[src/rtl/cordic_share_ctrl_if.sv]
// Requester-side bundle of the shared CORDIC scheduler:
// request handshake plus the broadcast response bus.
interface cordic_share_ctrl_if #(
    parameter int NUM_REQ = 4
);
    logic [NUM_REQ-1:0]    req_valid;
    logic [NUM_REQ-1:0]    req_ready;
    logic [32*NUM_REQ-1:0] req_data;
    logic [NUM_REQ-1:0]    rsp_valid;
    logic [31:0]           rsp_data;

    modport master (
        output req_valid, req_data,
        input  req_ready, rsp_valid, rsp_data
    );

    modport slave (
        input  req_valid, req_data,
        output req_ready, rsp_valid, rsp_data
    );
endinterface

[src/rtl/cordic_share_ctrl.sv]
// Round-robin scheduler sharing one CORDIC core between NUM_REQ
// requesters; a tag pipe routes each result back to its issuer.
module cordic_share_ctrl #(
    parameter int NUM_REQ        = 4,
    parameter int LATENCY        = 5,
    parameter int ISSUE_INTERVAL = 1
) (
    input  logic                clk,
    input  logic                reset,
    cordic_share_ctrl_if.slave  req,
    output logic [31:0]         core_in,
    output logic                core_issue,
    input  logic [31:0]         core_out,
    output logic                busy
);
    localparam int IW = (NUM_REQ > 1) ? $clog2(NUM_REQ) : 1;
    localparam int SW = (ISSUE_INTERVAL > 1) ? $clog2(ISSUE_INTERVAL) : 1;

    logic [SW-1:0]      slot_q, slot_d;
    logic [IW-1:0]      rr_q, rr_d;
    logic               gnt_vld;
    logic [IW-1:0]      gnt_id;
    logic [IW-1:0]      idx;
    logic [31:0]        gnt_data;
    logic               xfer;
    logic [NUM_REQ-1:0] ready;

    logic [31:0]        core_in_q;
    logic               issue_q;
    logic [IW-1:0]      issue_id_q;
    logic [LATENCY-1:0] tag_v_q;
    logic [IW-1:0]      tag_id_q [LATENCY];
    logic [NUM_REQ-1:0] rsp_valid_q, rsp_valid_d;
    logic [31:0]        rsp_data_q;

    always_comb begin
        slot_d = slot_q + SW'(1);
        if (slot_q == SW'(ISSUE_INTERVAL - 1)) slot_d = '0;
    end

    // First valid requester at or above rr_q, wrapping.
    always_comb begin
        gnt_vld = 1'b0;
        gnt_id  = '0;
        idx     = '0;
        for (int k = 0; k < NUM_REQ; k++) begin
            idx = IW'((int'(rr_q) + k) % NUM_REQ);
            if (!gnt_vld && req.req_valid[idx]) begin
                gnt_vld = 1'b1;
                gnt_id  = idx;
            end
        end
    end

    always_comb begin
        gnt_data = '0;
        for (int i = 0; i < NUM_REQ; i++) begin
            if (gnt_id == IW'(i)) gnt_data = req.req_data[32*i +: 32];
        end
    end

    always_comb begin
        ready = '0;
        xfer  = gnt_vld && (slot_q == '0) && !reset;
        if (xfer) ready[gnt_id] = 1'b1;
    end

    always_comb begin
        rr_d = rr_q;
        if (xfer) begin
            rr_d = (gnt_id == IW'(NUM_REQ - 1)) ? '0 : gnt_id + IW'(1);
        end
    end

    always_comb begin
        rsp_valid_d = '0;
        if (tag_v_q[LATENCY-1]) rsp_valid_d[tag_id_q[LATENCY-1]] = 1'b1;
    end

    always_ff @(posedge clk) begin
        if (reset) begin
            slot_q      <= '0;
            rr_q        <= '0;
            core_in_q   <= '0;
            issue_q     <= 1'b0;
            issue_id_q  <= '0;
            tag_v_q     <= '0;
            rsp_valid_q <= '0;
            rsp_data_q  <= '0;
            for (int k = 0; k < LATENCY; k++) tag_id_q[k] <= '0;
        end else begin
            slot_q      <= slot_d;
            rr_q        <= rr_d;
            issue_q     <= xfer;
            if (xfer) begin
                core_in_q  <= gnt_data;
                issue_id_q <= gnt_id;
            end
            // Head follows the issue strobe; tail lines up with core_out.
            tag_v_q[0]  <= issue_q;
            tag_id_q[0] <= issue_id_q;
            for (int k = 1; k < LATENCY; k++) begin
                tag_v_q[k]  <= tag_v_q[k-1];
                tag_id_q[k] <= tag_id_q[k-1];
            end
            rsp_valid_q <= rsp_valid_d;
            if (tag_v_q[LATENCY-1]) rsp_data_q <= core_out;
        end
    end

    assign req.req_ready = ready;
    assign req.rsp_valid = rsp_valid_q;
    assign req.rsp_data  = rsp_data_q;
    assign core_in       = core_in_q;
    assign core_issue    = issue_q;
    assign busy          = issue_q | (|tag_v_q);
endmodule

[src/flat_wrapper.sv]
// flat-port wrapper written by rule: the top's interface ports become plain ports
module cordic_share_ctrl_flat 
#(
    parameter int NUM_REQ        = 4,
    parameter int LATENCY        = 5,
    parameter int ISSUE_INTERVAL = 1
)
  (clk, reset, core_in, core_issue, core_out, busy, req_req_valid, req_req_data, req_req_ready, req_rsp_valid, req_rsp_data);
  cordic_share_ctrl_if #(.NUM_REQ(NUM_REQ)) req_i ();
  input  logic clk;
  input  logic reset;
  output logic [31:0] core_in;
  output logic core_issue;
  input  logic [31:0] core_out;
  output logic busy;
  input wire logic [$bits(req_i.req_valid)-1:0] req_req_valid;
  input wire logic [$bits(req_i.req_data)-1:0] req_req_data;
  output wire logic [$bits(req_i.req_ready)-1:0] req_req_ready;
  output wire logic [$bits(req_i.rsp_valid)-1:0] req_rsp_valid;
  output wire logic [$bits(req_i.rsp_data)-1:0] req_rsp_data;
  assign req_i.req_valid = req_req_valid;
  assign req_i.req_data = req_req_data;
  assign req_req_ready = req_i.req_ready;
  assign req_rsp_valid = req_i.rsp_valid;
  assign req_rsp_data = req_i.rsp_data;
  cordic_share_ctrl #(.NUM_REQ(NUM_REQ), .LATENCY(LATENCY), .ISSUE_INTERVAL(ISSUE_INTERVAL)) u_core (.clk(clk), .reset(reset), .req(req_i), .core_in(core_in), .core_issue(core_issue), .core_out(core_out), .busy(busy));
endmodule
[config.mk]
export PLATFORM = sky130hd
export DESIGN_NAME = cordic_share_ctrl_flat
export DESIGN_NICKNAME = d
export VERILOG_FILES = /design/src/rtl/cordic_share_ctrl_if.sv /design/src/rtl/cordic_share_ctrl.sv /design/src/flat_wrapper.sv
export SDC_FILE = /design/constraint.sdc
export NUM_CORES = 1
export LEC_CHECK = 0
export ABC_CLOCK_PERIOD_IN_PS = 2570
export BUFFER_PORTS_ARGS = -buffer_cell sky130_fd_sc_hd__buf_2
export CORE_MARGIN = 8
export CORE_UTILIZATION = 24
export DETAILED_ROUTE_END_ITERATION = 12
export PLACE_DENSITY = 0.55
export SLEW_MARGIN = 30
export SYNTH_ARGS = -nofsm -noshare
export SYNTH_HDL_FRONTEND = slang
export SYNTH_SLANG_ARGS = --single-unit
[constraint.sdc]
create_clock -name clk -period 2.57 [get_ports clk]
set_clock_uncertainty 0.2 [all_clocks]
set_input_delay 0.514 -clock clk [delete_from_list [all_inputs] [get_ports clk]]
set_output_delay 0.514 -clock clk [all_outputs]
set_load 0.005 [all_outputs]
# [Yosys cells after proc, flatten, opt, wreduce, memory -nomap -nowiden]
# Memory sizes are Yosys's and may differ from the RTL's.
# Cells that the tools add are included.
# W data, S select, Z words.
[word_totals] mem_count=1 in_bits=166 word_cells=82 ramBits=10 register_bits=79 out_inout_bits=74
[classes] n_addsub=5 mux=34 eq_ne=3 n_reduce_logical=15 order_cmp=8 n_bitwise=8
[memory_table] memory="u_core.tag_id_q" depth=5 word_bits=2 read_ports=5 rd_ports_with_merged_regs=0 wr=5 line_no="cordic_share_ctrl.sv:32" text="logic [IW-1:0] tag_id_q [LATENCY];"
[ops] cell="$mux W32" count=4
[ops] cell="$mux W2" count=10
[ops] cell="$lt A2 B3 Y1 const B" count=6
[ops] cell="$mux W1" count=13
[ops] cell="$bmux W1 S2" count=4
[ops] cell="$logic_and A1 B1 Y1" count=7
[ops] cell="$or A1 B1 Y1" count=6
[ops] cell="$reduce_or A5 Y1" count=1
[ops] cell="$add A2 B1 Y2 const B" count=2
[ops] cell="$add A2 B2 Y2 const B" count=2
[ops] cell="$demux W1 S2" count=2
[ops] cell="$eq A2 B2 Y1 const B" count=2
[ops] cell="$ge A2 B1 Y1 const B" count=2
[ops] cell="$logic_not A1 Y1" count=4
[ops] cell="$mux W4" count=1
[ops] cell="$reduce_or A2 Y1" count=2
[ops] cell="$eq A2 B1 Y1 const B" count=1
[ops] cell="$logic_not A2 Y1" count=1
[ops] cell="$not A1 Y1" count=2
[ops] cell="$add A1 B1 Y1 const B" count=1

# [Logic depth before layout (Yosys ltp)]
# Gate-level depths: netlist (run 1).
[logic_depth] depth_word=17 mapped_depth=9 ltp_nobuf=7

# [Worst setup path before layout (run 1)]
# Ideal clock, no wire load.
[synth_timing] path_type="input-to-output" startpoint="input req_req_valid[2]" endpoint="output req_req_ready[3]" slack_ps=-155 cell_stages=7 n_path_buf=2 arrival_time_ps=2011 cell_sequence="mux2i_1 > nor2_1 > nor4_1 > ha_1 > clkbuf_1 > clkbuf_1 > and3_1"
[synth_between] elab_chain_len=17
[synth_rtl] item="start: declaration" line_no="flat_wrapper.sv:16" text="input wire logic [$bits(req_i.req_valid)-1:0] req_req_valid;"
[synth_rtl] item="$bmux W1 S2" line_no="cordic_share_ctrl.sv:48" text="if (!gnt_vld && req.req_valid[idx]) begin"
[synth_rtl] item="$mux W1 (implied by the code)" line_no="cordic_share_ctrl.sv:48"
[synth_rtl] item="$mux W1" line_no="cordic_share_ctrl.sv:48"
[synth_rtl] item="$logic_not A1 Y1" line_no="cordic_share_ctrl.sv:48"
[synth_rtl] item="$logic_and A1 B1 Y1" line_no="cordic_share_ctrl.sv:48"
[synth_rtl] item="$mux W1" line_no="cordic_share_ctrl.sv:48"
[synth_rtl] item="$logic_not A1 Y1" line_no="cordic_share_ctrl.sv:48"
[synth_rtl] item="$logic_and A1 B1 Y1" line_no="cordic_share_ctrl.sv:48"
[synth_rtl] item="[... 2 more ...]"
[synth_rtl] item="$logic_and A1 B1 Y1" line_no="cordic_share_ctrl.sv:48"
[synth_rtl] item="$mux W2 (*)" line_no="cordic_share_ctrl.sv:48"
[synth_rtl] item="named net u_core.gnt_id[0]" line_no="cordic_share_ctrl.sv:22" text="logic [IW-1:0] gnt_id;"
[synth_rtl] item="$lt A2 B3 Y1 (implied by the code) / $ge A2 B1 Y1 (equally long branches)" line_no="cordic_share_ctrl.sv:65" text="if (xfer) ready[gnt_id] = 1'b1;"
[synth_rtl] item="$logic_and A1 B1 Y1 (implied by the code)" line_no="cordic_share_ctrl.sv:65"
[synth_rtl] item="$mux W1 (implied by the code)" line_no="cordic_share_ctrl.sv:65"
[synth_rtl] item="$demux W1 S2 (*)"
[synth_rtl] item="$mux W4 (*)" line_no="cordic_share_ctrl.sv:65"
[synth_rtl] item="end: declaration" line_no="flat_wrapper.sv:18" text="output wire logic [$bits(req_i.req_ready)-1:0] req_req_ready;"
# The timed path passes the listed nets; every way through them passes the cells marked *. The select of a mux whose other input is x is not followed.

# [Worst setup path in the final report (run 1)]
[layout_timing] startpoint="register u_core.rr_q[1]" endpoint="output req_req_ready[2]"
[layout_between] elab_chain_len=17
[layout_rtl] item="start: declaration" line_no="cordic_share_ctrl.sv:20" text="logic [IW-1:0] rr_q, rr_d;"
[layout_rtl] item="start signal: assignment" line_no="cordic_share_ctrl.sv:93" text="rr_q <= rr_d;"
[layout_rtl] item="parallel branches: the longest is 16 deep, another holds $lt A2 B3 Y1"
[layout_rtl] item="$mux W4 (*)" line_no="cordic_share_ctrl.sv:65"
# Every way passes the cells marked *. The select of a mux whose other input is x is not followed.

==> flow_summary.json, run 1 <==
{
  "status": "finished, violations left",
  "failed_checks": "setup timing",
  "path_clk_slew_ns": 0.07,
  "drive_gt1_share_pct": 46.6,
  "n_antenna_cell": 0,
  "cts_tree": "yes",
  "drtAntennaViolNets": 0,
  "yosysUniqueCellTypes": 37,
  "synthesis.area_mm2": 0.00442,
  "rsz0062_at_grt": "yes",
  "worstPathArrival_ns": 2.00,
  "final_nets": 899,
  "required_ns": 1.86,
  "tightest_slew_ns": 0.904,
  "cts_buffers": 9,
  "synth.top_cell.area_share_pct": 40.3,
  "drtIter0Drc": 159,
  "syn_inst": 488,
  "drc": 0,
  "hpwl_um": 11800,
  "grt_pass1_wl_um": 24000,
  "ff2ff_path_depth": 8,
  "firstDrtPassIters": 4,
  "overflow": 0,
  "cts.sinks": 89,
  "synth.area.top_cells": "dfxtp_1 (40%), mux2i_1 (7.5%), a221o_1 (7.2%)",
  "core.rowCount": 49,
  "ys_seq_area_share_pct": 40.3,
  "drt-vias-per-instance": 4.73,
  "place.gp.congestion": 0.730,
  "peakVddDrop_uv": 309,
  "htree_num_levels": 3,
  "slew_headroom_pct": 39.7,
  "whs_ns": 0.208,
  "powerDensity_mw_per_mm2": 609,
  "hold_path_class": "input port to register",
  "endpoint_kind": "output pin",
  "slew_violations": 0,
  "cts_buffer_depth": 2,
  "clock-root-buffer": "clkbuf_16",
  "post-place-ws_ns": -0.343,
  "io_pins": 240,
  "areaGrowthSynthToFinish_pct": 49.6,
  "drv_cap": 0,
  "hold_depth": 3,
  "finalWirelength_um": 17400,
  "grt.met1_usage_pct": 15.6,
  "fin_crit_sh_pct": 106,
  "syn_avg_cell_area_um2": 9.06,
  "wl_per_cell_um": 18.1,
  "start_kind": "register",
  "fmax_mhz": 368,
  "met2_usage_pct": 21.6,
  "top_usage_layer": "met2",
  "path_class": "register to output pin",
  "ys_warn_count": 0,
  "start_util_pct": 24.5,
  "yosysTopAreaCell": "dfxtp_1",
  "fin_crit_ns": 2.72,
  "yosys_register_bits": 89,
  "setup_ws_ns": -0.149,
  "final_cells": 963,
  "antenna_found_initial": 1,
  "most-common-layout-cells": "buf_2 (236), dfxtp_1 (87), a21oi_1 (54)",
  "crit_fanout": 2,
  "grt_pass1_vias": 4612,
  "io_buffers": 239,
  "coreArea_mm2": 0.0180,
  "final-setup-viol-count": 27,
  "leakagePower_nw": 2.95,
  "fillers": 1892,
  "clock_latency_ns": 0.34,
  "synthesis.nets": 658,
  "vias": 4552,
  "power_mw": 4.03,
  "die_area_mm2": 0.0230,
  "dp.cells": 933,
  "die_h_um": 152,
  "use_met3_pct": 4.87,
  "hold_viol": 0,
  "layout_commonest_cell": "buf_2",
  "grt_max_degree": 74,
  "grtUsageTotal_pct": 13.2,
  "die_w_um": 152
}
## worst paths after layout
path	startpoint	end	slack (ns)
hold reg to reg	u_core.tag_id_q[0][7]$_SDFF_PP0_	u_core.tag_id_q[0][9]$_SDFF_PP0_	0.24
setup reg to reg	u_core.rr_q[1]$_SDFFE_PP0P_	u_core.core_in[0]$_SDFFE_PP0P_	-0.10
hold / removal	core_out[22]	u_core.req.rsp_data[22]$_SDFFE_PP0P_	0.21
setup / recovery	u_core.rr_q[1]$_SDFFE_PP0P_	req_req_ready[2]	-0.15
## synthesized netlist by cell type
| master | instances |
|---|---|
| a21oi_2 | 1 |
| inv_1 | 34 |
| clkbuf_1 | 27 |
| buf_1 | 3 |
| or4_1 | 1 |
| and3_1 | 5 |
| mux2i_1 | 33 |
| a21o_1 | 1 |
| o211ai_1 | 2 |
| and4_1 | 1 |
| a21oi_1 | 56 |
| a31oi_1 | 9 |
| nand3b_1 | 32 |
| inv_4 | 1 |
| nand2_4 | 1 |
| nor4_1 | 3 |
| conb_1 | 1 |
| a311oi_1 | 4 |
| a311oi_2 | 20 |
| nand2b_1 | 3 |
| nor4b_1 | 1 |
| ha_1 | 4 |
| dfxtp_1 | 89 |
| buf_6 | 5 |
| or2_2 | 1 |
| o31ai_1 | 2 |
| or4_4 | 1 |
| o311a_1 | 1 |
| buf_2 | 14 |
| a22oi_1 | 9 |
| nor2_1 | 37 |
| nor4bb_1 | 2 |
| a31o_1 | 1 |
| a221o_1 | 32 |
| nand2_1 | 34 |
| nor2b_1 | 16 |
| o22ai_1 | 1 |
## timing repair
item | CTS | global route
buffers inserted | 6 | 2
hold buffers | 0 | 0
setup endpoints to repair | 18 | 36
cloned | 0 | 8
pin swaps | 7 | 7
resized for setup | 17 | 15
## cell families (layout without fill, tap and decap cells)
logic type                 Yosys count  after routing  synth area share, %
AOI/OAI and AO/OA                  139            139                 25.6
DFF                                 89             89                 40.3
muxes                               33             33                 7.47
and+or+nand+nor                    138            138                 17.0
adders and majority gates            4              4                 1.13
other                                1              1               0.0849
buffers and inverters               84            330                 8.44
## through the flow
stage	setup TNS [ns]	cell area (um^2)	util (%)
6_report	-1.45	6610	36.7
2_1_floorplan	-0.355	4450	-
3_5_place_dp	-9.48	5960	33.0
4_1_cts	-2.49	6370	35.3
3_3_place_gp	-9.31	5960	33.0
5_1_grt	-3.05	6610	36.7
## per-layer routing
layer  routed length (um)  up-vias
met5                   11        -
met4                  194        2
met3                 1820       16
met2                 8140      201
met1                 7210     2095
li1                     -     2238
## registers in the layout, summed over array words and instances (netlist names)
register / flops
u_core.core_in: 32
u_core.req.rsp_data: 32
u_core.tag_id_q: 10
u_core.tag_v_q: 5
u_core.req.rsp_valid: 4
u_core.issue_id_q: 2
u_core.rr_q: 2
u_core.core_issue: 1
u_core.slot_q: 1
## where the power goes
group          leakage [nW]  internal (mW)  switching (mW)  total [mW]
clock network         0.144          0.693           0.586        1.28
logic                  2.08          0.637           0.628        1.26
registers             0.727           1.44          0.0361        1.48
total                  2.95           2.77            1.25        4.03
## critical path, cell delays in order, from the launching register on
cell	delay [ns]
dfxtp_2	0.35
mux2i_2	0.27
nor2_2	0.07
or4_4	0.53
ha_4	0.19
and3_4	0.14
buf_6	0.11
## cell type report
type | instances | area [um^2] | area share [%]
clock inverter | 6 | 45.0 | 0.681
clock buffer | 10 | 239 | 3.61
timing repair buffer | 279 | 1720 | 25.9
sequential | 89 | 1780 | 27.0
tap | 229 | 287 | 4.33
multi-input combinational | 315 | 2410 | 36.4
inverter | 35 | 134 | 2.02
(Power assumes the default switching activity.)
==> run 2, diff against run 1 <==
--- a/config.mk
+++ b/config.mk
@@ -5,12 +5,12 @@
 export SDC_FILE = /design/constraint.sdc
 export NUM_CORES = 1
 export LEC_CHECK = 0
-export ABC_CLOCK_PERIOD_IN_PS = 2570
+export ABC_CLOCK_PERIOD_IN_PS = 2700
 export BUFFER_PORTS_ARGS = -buffer_cell sky130_fd_sc_hd__buf_2
 export CORE_MARGIN = 8
-export CORE_UTILIZATION = 24
+export CORE_UTILIZATION = 30
 export DETAILED_ROUTE_END_ITERATION = 12
-export PLACE_DENSITY = 0.55
+export PLACE_DENSITY = 0.63
 export SLEW_MARGIN = 30
 export SYNTH_ARGS = -nofsm -noshare
 export SYNTH_HDL_FRONTEND = slang
==> constraint.sdc (replaced) <==
create_clock -name clk -period 2.7 [get_ports clk]
set_clock_uncertainty 0.2 [all_clocks]
set_input_delay 0.54 -clock clk [delete_from_list [all_inputs] [get_ports clk]]
set_output_delay 0.54 -clock clk [all_outputs]
set_load 0.005 [all_outputs]
==> run 2 against run 1 <==
Against the previous run:
- cell area decreased by 1.6%
- the flow still finishes with violations (setup timing)
- highest routed layer unchanged
- count of clock-buffer cells in the layout increased by 1
- critical path type unchanged
- sequential cell count unchanged
- global-route usage increased by 2.9 points
- power decreased by 7.7%
- final cell count decreased by 4.0%
- die area decreased by 18%
- sequential power decreased by 5%
==> flow_summary.json, run 2 (synthesized netlist as in run 1, its figures left out) <==
{
  "htree_num_levels": 3,
  "finalWirelength_um": 16700,
  "core.rowCount": 44,
  "layout_commonest_cell": "buf_2",
  "cts.sinks": 89,
  "peakVddDrop_uv": 362,
  "fin_crit_sh_pct": 102,
  "fin_crit_ns": 2.76,
  "drc": 0,
  "firstDrtPassIters": 6,
  "cp_top_family": "simple AND/OR/NAND/NOR gates",
  "cts_tree": "yes",
  "hpwl_um": 12000,
  "drtAntennaViolNets": 0,
  "grt_pass1_wl_um": 23900,
  "most-common-layout-cells": "buf_2 (235), dfxtp_1 (86), a21oi_1 (55)",
  "wl_per_cell_um": 18.1,
  "die_w_um": 137,
  "die_area_mm2": 0.0189,
  "powerDensity_mw_per_mm2": 571,
  "crit_start": "u_core.rr_q[1]$_SDFFE_PP0P_",
  "areaGrowthSynthToFinish_pct": 47.2,
  "post-place-ws_ns": -0.187,
  "vias": 4690,
  "place.gp.congestion": 0.796,
  "max_stage_delay_ns": 0.53,
  "whs_ns": 0.233,
  "path_class": "register to output pin",
  "fin_tns_setup_ns": -0.173,
  "grt_pass1_vias": 4684,
  "tightest_slew_ns": 0.882,
  "path_cells": "mux2i_2, nor2_2, or4_4, ha_4, and3_4, buf_6",
  "io_pins": 240,
  "overflow": 0,
  "required_ns": 1.96,
  "drtIter0Drc": 173,
  "drt-vias-per-instance": 5.08,
  "hold_viol": 0,
  "min_from": "u_core.tag_id_q[0][2]$_SDFF_PP0_",
  "grtUsageTotal_pct": 16.2,
  "crit_fanout": 2,
  "path_clk_slew_ns": 0.06,
  "failed_checks": "setup timing",
  "crit_buf_inv": 1,
  "worstPathArrival_ns": 2.02,
  "fmax_mhz": 362,
  "hold_path_class": "register to register",
  "final_nets": 905,
  "drive_gt1_share_pct": 46.5,
  "start_kind": "register",
  "crit_slowest_cell": "or4_4",
  "antenna_found_initial": 2,
  "dp.cells": 897,
  "endpoint_kind": "output pin",
  "rsz0062_at_grt": "yes",
  "cts_hold_buf": 0,
  "r2r_start": "u_core.rr_q[1]$_SDFFE_PP0P_",
  "slew_headroom_pct": 41.2,
  "drv_cap": 0,
  "cts_buffers": 9,
  "clock-root-buffer": "clkbuf_16",
  "leakagePower_nw": 2.93,
  "io_buffers": 239,
  "clock_latency_ns": 0.33,
  "status": "finished, violations left",
  "final_cells": 924,
  "setup_ws_ns": -0.0606,
  "start_util_pct": 30.5,
  "die_h_um": 137,
  "final-setup-viol-count": 4,
  "coreArea_mm2": 0.0145,
  "slew_violations": 0,
  "grt_max_degree": 74,
  "cts_buffer_depth": 2
}
-- run 2: changes by cell type in the layout (fill, tap and decap cells not counted), sizes merged --
cell and change:
buf +7, diode +1, inv -3, clkinvlp +1
-- run 2: worst paths after layout --
kind	endpoint	slack [ns]	cells past startpoint
worst max register to register	u_core.core_in[0]$_SDFFE_PP0P_	0.06	8
worst min-delay path	u_core.tag_id_q[0][4]$_SDFF_PP0_	0.23	1
worst min register to register	u_core.tag_id_q[0][4]$_SDFF_PP0_	0.23	1
worst max-delay path	req_req_ready[2]	-0.06	6
-- run 2: layout make-up --
class,instances,area (um^2)
diodes,1,2.50
clock buffers,11,233
clock inverters,4,30.0
fillers,1447,7970
inverters,35,134
multi-input cells,315,2390
flip-flops and latches,89,1790
well taps,184,230
repair buffers,285,1700
-- run 2: power by group --
| group | total (mW) | switching (mW) | leakage, nW | internal (mW) |
|---|---|---|---|---|
| combinational | 1.17 | 0.569 | 2.08 | 0.599 |
| sequential | 1.41 | 0.0371 | 0.727 | 1.38 |
| clock | 1.13 | 0.512 | 0.126 | 0.623 |
| total | 3.72 | 1.12 | 2.93 | 2.60 |
-- run 2: timing repair --
| item | in CTS | in global routing |
|---|---|---|
| gates cloned | 0 | 4 |
| buffers inserted | 8 | 0 |
| gates resized for setup | 16 | 13 |
| pin swaps | 5 | 6 |
| endpoints found under the setup margin | 4 | 27 |
-- run 2: layer usage --
layer / global-route usage, % / up-vias / routed length [um]
met2: 25.8 / 259 / 7620
li1: - / 2257 / -
met5: 0 / - / 22
met3: 7.77 / 28 / 2260
met1: 17.9 / 2142 / 6390
met4: 7.24 / 4 / 408
-- run 2: per-stage QoR --
stage / instance area, um^2 / power, mW / util [%]
floorplan: 4420 / 2.03 / -
global placement: 5940 / 2.43 / 41.0
detailed placement: 5940 / 2.44 / 41.0
CTS: 6340 / 3.66 / 43.8
global route: 6500 / 3.91 / 44.9
finish: 6500 / 3.72 / 44.9
